==> src/rtl/prim_alert_pkg.sv <==
// Shared types and constants for the alert ping controller.
package prim_alert_pkg;

    // Ping scheduler states; Idle must stay at zero so a cleared register means Idle.
    typedef enum logic [1:0] {
        Idle = 2'b00,
        Wait = 2'b01,
        Ping = 2'b10
    } ping_ctrl_state_e;

    // Default width of the wait/timeout counters and their cycle-count inputs.
    localparam int unsigned PingCntDefault = 16;

endpackage

==> src/rtl/prim_alert_ping_rr.sv <==
// Round-robin channel picker: finds the first enabled channel at or after
// the start pointer, wrapping modulo NumAlerts. Purely combinational.
module prim_alert_ping_rr #(
    parameter int unsigned NumAlerts = 4,
    localparam int unsigned IdxW = $clog2(NumAlerts)
) (
    input  logic [NumAlerts-1:0] en,
    input  logic [IdxW-1:0]      start,
    output logic                 found,
    output logic [IdxW-1:0]      idx
);

    localparam int unsigned DblW = $clog2(2 * NumAlerts);
    localparam logic [IdxW:0] NumW = (IdxW + 1)'(NumAlerts);

    logic [2*NumAlerts-1:0] dbl;
    logic [NumAlerts-1:0]   rot;
    logic [IdxW-1:0]        off;
    logic [IdxW:0]          sum;

    // Doubling the vector turns the rotate into a plain window select.
    assign dbl = {en, en};

    for (genvar gi = 0; gi < NumAlerts; gi++) begin : g_rot
        logic [DblW-1:0] pos;
        assign pos     = DblW'(gi) + DblW'(start);
        assign rot[gi] = dbl[pos];
    end

    // Priority-encode the rotated vector: lowest set bit is the nearest channel.
    always_comb begin
        found = 1'b0;
        off   = '0;
        for (int i = NumAlerts - 1; i >= 0; i--) begin
            if (rot[i]) begin
                found = 1'b1;
                off   = IdxW'(i);
            end
        end
    end

    // Un-rotate: offset back to an absolute channel index, modulo NumAlerts.
    assign sum = {1'b0, start} + {1'b0, off};
    assign idx = (sum >= NumW) ? IdxW'(sum - NumW) : sum[IdxW-1:0];

endmodule

==> src/rtl/prim_alert_ping_ctrl.sv <==
// Multi-channel ping scheduler: pings enabled alert channels in round-robin
// order, waits for ping_ok and reports a timeout with the channel index.
module prim_alert_ping_ctrl
    import prim_alert_pkg::*;
#(
    parameter int unsigned NumAlerts = 4,
    parameter int unsigned CntW      = PingCntDefault,
    localparam int unsigned IdxW     = $clog2(NumAlerts)
) (
    input  logic                 clk_i,
    input  logic                 rst_ni,
    input  logic                 en_i,
    input  logic [CntW-1:0]      wait_cyc_i,
    input  logic [CntW-1:0]      timeout_cyc_i,
    input  logic [NumAlerts-1:0] alert_en_i,
    input  logic [NumAlerts-1:0] ping_ok_i,
    output logic [NumAlerts-1:0] ping_en_o,
    output logic                 ping_fail_o,
    output logic [IdxW-1:0]      fail_idx_o
);

    ping_ctrl_state_e     state_reg;
    logic [CntW-1:0]      cnt_reg;
    logic [IdxW-1:0]      ptr_reg;
    logic [IdxW-1:0]      sel_reg;
    logic [NumAlerts-1:0] ping_en_reg;
    logic                 ping_fail_reg;
    logic [IdxW-1:0]      fail_idx_reg;

    logic                 rr_found;
    logic [IdxW-1:0]      rr_idx;
    logic [CntW-1:0]      wait_load;
    logic [CntW-1:0]      timeout_load;
    logic [IdxW-1:0]      sel_inc;

    prim_alert_ping_rr #(
        .NumAlerts(NumAlerts)
    ) u_rr (
        .en   (alert_en_i),
        .start(ptr_reg),
        .found(rr_found),
        .idx  (rr_idx)
    );

    // A zero cycle count is treated as one so the counters never start at zero.
    assign wait_load    = (wait_cyc_i == '0) ? CntW'(1) : wait_cyc_i;
    assign timeout_load = (timeout_cyc_i == '0) ? CntW'(1) : timeout_cyc_i;
    assign sel_inc      = (sel_reg == IdxW'(NumAlerts - 1)) ? '0 : sel_reg + IdxW'(1);

    // Scheduler FSM with counters, pointer and registered outputs.
    always_ff @(posedge clk_i or negedge rst_ni) begin
        if (!rst_ni) begin
            state_reg     <= Idle;
            cnt_reg       <= '0;
            ptr_reg       <= '0;
            sel_reg       <= '0;
            ping_en_reg   <= '0;
            ping_fail_reg <= 1'b0;
            fail_idx_reg  <= '0;
        end else begin
            ping_fail_reg <= 1'b0;
            if (!en_i) begin
                state_reg   <= Idle;
                cnt_reg     <= '0;
                ping_en_reg <= '0;
            end else begin
                case (state_reg)
                    Idle: begin
                        state_reg <= Wait;
                        cnt_reg   <= wait_load;
                    end
                    Wait: begin
                        if (cnt_reg > CntW'(1)) begin
                            cnt_reg <= cnt_reg - CntW'(1);
                        end else if (rr_found) begin
                            state_reg   <= Ping;
                            sel_reg     <= rr_idx;
                            ping_en_reg <= NumAlerts'(1) << rr_idx;
                            cnt_reg     <= timeout_load;
                        end else begin
                            cnt_reg <= wait_load;
                        end
                    end
                    Ping: begin
                        // ok beats an abort, which beats a timeout in the same cycle.
                        if (ping_ok_i[sel_reg] || !alert_en_i[sel_reg]) begin
                            state_reg   <= Wait;
                            ping_en_reg <= '0;
                            ptr_reg     <= sel_inc;
                            cnt_reg     <= wait_load;
                        end else if (cnt_reg > CntW'(1)) begin
                            cnt_reg <= cnt_reg - CntW'(1);
                        end else begin
                            state_reg     <= Wait;
                            ping_en_reg   <= '0;
                            ptr_reg       <= sel_inc;
                            cnt_reg       <= wait_load;
                            ping_fail_reg <= 1'b1;
                            fail_idx_reg  <= sel_reg;
                        end
                    end
                    default: begin
                        state_reg   <= Idle;
                        ping_en_reg <= '0;
                    end
                endcase
            end
        end
    end

    assign ping_en_o   = ping_en_reg;
    assign ping_fail_o = ping_fail_reg;
    assign fail_idx_o  = fail_idx_reg;

endmodule

==> config.mk <==
export PLATFORM = sky130hd
export DESIGN_NAME = prim_alert_ping_ctrl
export DESIGN_NICKNAME = d
export VERILOG_FILES = /design/src/rtl/prim_alert_pkg.sv /design/src/rtl/prim_alert_ping_rr.sv /design/src/rtl/prim_alert_ping_ctrl.sv
export SDC_FILE = /design/constraint.sdc
export NUM_CORES = 1
export LEC_CHECK = 0
export ABC_CLOCK_PERIOD_IN_PS = 2800
export CORE_ASPECT_RATIO = 0.7
export CORE_MARGIN = 2
export CORE_UTILIZATION = 49
export DETAILED_ROUTE_END_ITERATION = 8
export PLACE_DENSITY = 0.78
export SLEW_MARGIN = 20
export SYNTH_ARGS = -nofsm -noshare
export SYNTH_HDL_FRONTEND = slang
export SYNTH_SLANG_ARGS = --single-unit
==> constraint.sdc <==
create_clock -name clk_i -period 2.8 [get_ports clk_i]
set_input_delay 0.7 -clock clk_i [delete_from_list [all_inputs] [get_ports clk_i]]
set_output_delay 0.7 -clock clk_i [all_outputs]
set_load 0.01 [all_outputs]
==> summary.txt <==
Detailed routing
  • Routed length per placed instance: 19.35 microns
  • Remaining antenna violation count after routing: 0
  • Total vias in the final route: 3018
  • First-pass DRT Iterations: 7
  • Final wirelength: 9019 microns
  • Iteration-0 DRC Markers: 408
  • Avg Vias per Cell: 6.476
  • Residual DRC count: 0

Floorplanning
  • Core area: 5640 sq um
  • Die outline area: 6372 sq um
  • Die height: 67.39 microns
  • Starting density of the core: 49.87%
  • I/O Pins: 50
  • Horiz. Die Dim: 94.56 microns
  • # rows: 23

Yosys
  • Post-Syn Nets: 376
  • Number of flops mapped to enable cells by yosys: 0
  • Summed instance area of the synthesized netlist: 2813 sq um
  • Mean instance size in the synthesized netlist: 8.681 sq um
  • Post-synthesis sequential area ratio: 25.80%
  • Distinct cell type count after synthesis: 69
  • Yosys warning total: 0
  • Post-Syn Instances: 324
  • Primary FF master, synth: dfrtp_1
  • Flip-flop and latch count after synthesis: 29
  • Fraction of registers with async set or reset after synthesis: 100.0%

Finish
  • Final #Nets: 442
  • Number of flip-flops in the largest register: 16
  • Fraction of layout cells with a size suffix above 1: 17.65%
  • Utilization after layout: 65.39%
  • Cell area after layout: 3689 sq um
  • Number of diodes added for antenna fixing: 0
  • Layout overhead on the synthesized area: 31.14%

Setup path
  • Crit path kind: reg2reg
  • Setup crit start kind: register
  • Crit end category: register
  • Most repeated library cell on the critical path: xnor2_2
  • Logic depth of the worst register-to-register path: 9
  • Number of cells on the critical path: 9
  • Cell chain of the critical path: ha_4 -> mux4_2 -> a21oi_2 -> nor2_1 -> ha_2 -> xnor2_2 -> xnor2_2 -> or4b_4 -> a21boi_1
  • Buffers & Inverters on Critical Path: 0
  • Delay contributed by the slowest stage of the critical path: 0.55 ns
  • Data arrival at the endpoint of the critical path: 2.90 ns
  • Largest fanout on the critical path: 5
  • Family of cells with the greatest summed delay on the critical path: multiplexers
  • Data required time of the worst path: 3.02 ns
  • CP max stage cell: mux4_2

Power and ir drop
  • Worst VDD drop: 0.6586 mV
  • PD cells: 1020 nW/um^2
  • Static leakage: 1.426 nW

Clocking
  • TritonCTS clock tree: built
  • Clock buffers created by TritonCTS: 5
  • Number of H-tree branching levels: 2
  • Clock sink count: 29
  • Bufs on Longest Clock Path: 2
  • Post-CTS clock slew at the launch and capture registers of the worst setup and hold paths: 0.08 ns
  • CTS root buf: clkbuf_8
  • Clock latency on the worst-skew pair: 0.29 ns

STA
  • Share of the clock period used by the worst path after layout: 95.87%
  • # setup viols final: 0
  • Actual transition at the worst max-transition pin: 0.7228 ns
  • Setup Skew: 0.01216 ns
  • Endpoints failing hold: 0
  • Final Max Slew Viols: 0
  • Max_slew headroom: 51.81%
  • Highest clock frequency the design can meet: 372.5 MHz
  • Aggregate negative setup slack: 0 ns
  • Time the final worst path needs with I/O delays and setup: 2.684 ns

Global route
  • Overflow left after global routing: 0
  • Global-route wire length before repair: 14340 microns
  • Via count of the first global-routing pass: 2802
  • Pin count of the biggest net entering global routing: 30
  • Number of antenna violations at the first check in global routing: 0
  • Total global routing track utilization: 29.82%

Placement
  • HPWL after detailed placement: 6580 microns
  • Placer Congestion: 0.9671
  • Placed standard-cell area: 3547 sq um
  • PortBufs: 49

Run
  • Reported max-cap violation count: 0

Worst hold path
  • Cell depth of the worst hold path: 1
  • Min-delay worst type: reg2reg

Run status
  • Status: complete, no violations
==> placed cells by master (no fill, tap or decap), drive strengths merged, types with 3 or more instances in the layout <==
cell type,instances
a31oi,5
nor4,13
dlygate4sd2,4
a21boi,4
mux2,8
clkbuf,7
xnor2,10
nand2b,3
nor3,14
and3,5
o211ai,6
and2,4
nand3,10
mux4,4
ha,9
or4,5
dfrtp,29
a21oi,13
buf,31
nor2,15
o221ai,4
clkdlybuf4s50,45
mux2i,17
o21ai,29
inv,9
or3,3
nand2,32
nor4b,3
o21a,3
xor2,5
a221oi,4
==> per-layer routing <==
metal | global-route usage, % | part of all wire (%)
met5 | 0 | 0
met4 | 9.239 | 2.3
met3 | 6.250 | 11
met2 | 44.11 | 42
met1 | 43.75 | 45
==> cells in the mapped netlist, types with 3 or more instances <==
| cell | instances | area share, % |
|---|---|---|
| and2_1 | 4 | 0.89 |
| mux2_2 | 6 | 2.4 |
| o21ai_1 | 3 | 0.53 |
| clkbuf_1 | 12 | 1.6 |
| xnor2_1 | 10 | 3.1 |
| mux2i_1 | 17 | 6.0 |
| buf_6 | 3 | 1.2 |
| nand2_1 | 32 | 4.3 |
| nor2_1 | 15 | 2.0 |
| nand3_1 | 9 | 1.6 |
| o211ai_1 | 6 | 1.6 |
| or3_1 | 3 | 0.67 |
| o21ai_0 | 26 | 4.6 |
| o21a_1 | 3 | 0.80 |
| o221ai_1 | 4 | 1.2 |
| buf_2 | 4 | 0.71 |
| a21boi_1 | 4 | 1.1 |
| a21oi_1 | 12 | 2.1 |
| xor2_1 | 5 | 1.6 |
| nor3_1 | 10 | 1.8 |
| a31oi_1 | 5 | 1.1 |
| and3_1 | 5 | 1.1 |
| ha_1 | 9 | 4.0 |
| a221oi_1 | 4 | 1.2 |
| nor3_2 | 3 | 1.1 |
| nand2b_1 | 3 | 0.67 |
| dfrtp_1 | 29 | 26 |
| nor4_1 | 11 | 2.4 |
| or4_1 | 5 | 1.3 |
| inv_1 | 9 | 1.2 |
==> per-stage QoR <==
step           total power [W]  cells  hold slack [ns]  worst slack (ns)
2_1_floorplan         0.002392    324           0.4044           0.03922
3_3_place_gp          0.003062    458           0.4933           -0.4335
3_5_place_dp          0.003136    458           0.5044           -0.5594
4_1_cts               0.003661    466           0.5147           0.03477
5_1_grt               0.003996    466           0.5261        -0.0008973
6_report              0.003764    466           0.5080            0.1156
==> power breakdown <==
part | total [W] | internal, W | switching (W) | leakage [nW]
registers | 0.000738 | 0.000545 | 0.000193 | 0.388
logic | 0.00256 | 0.00112 | 0.00144 | 0.980
clock network | 0.000466 | 0.000290 | 0.000176 | 0.0585
==> cell families (layout without fill, tap and decap cells) <==
group / count (synthesis) / in the layout / share of synthesized area (%)
AND/OR/NAND/NOR: 119 / 119 / 25.00
AO/OA/AOI/OAI: 92 / 92 / 22.38
buffers and inverters: 31 / 98 / 5.159
multiplexers: 29 / 29 / 12.99
flip-flops: 29 / 29 / 25.80
XOR/XNOR: 15 / 15 / 4.671
adder cells (fa/ha/maj): 9 / 9 / 4.004
==> cell type report <==
class                      count  area, sq um
clock buffer                   7        86.33
tap                           75        93.84
multi-input combinational    264         1972
clock inverter                 1        30.03
timing repair buffer          80        743.2
inverter                      10        37.54
sequential                    29        725.7
fill                         472         1952
==> path summary, 6_finish.rpt <==
| path | startpoint | endpoint | slack, ns |
|---|---|---|---|
| hold / removal | fail_idx_o[1] | fail_idx_o[1] | 0.51 |
| setup reg to reg | ptr_reg[0] | ping_en_o[1] | 0.12 |
| max in group asynchronous | rst_ni | cnt_reg[9] | 1.70 |
| hold reg to reg | fail_idx_o[1] | fail_idx_o[1] | 0.51 |
| min in group asynchronous | rst_ni | cnt_reg[6] | 0.79 |
| setup / recovery | ptr_reg[0] | ping_en_o[1] | 0.12 |
==> timing repair <==
item | in CTS | in global routing
hold endpoints to repair | 0 | 0
setup buffers | 0 | 0
resized for setup | 9 | 4
pin swaps | 1 | 4
endpoints found under the setup margin | 13 | 5
hold buffers | 0 | 0
Power figures use the tool's default switching activity.
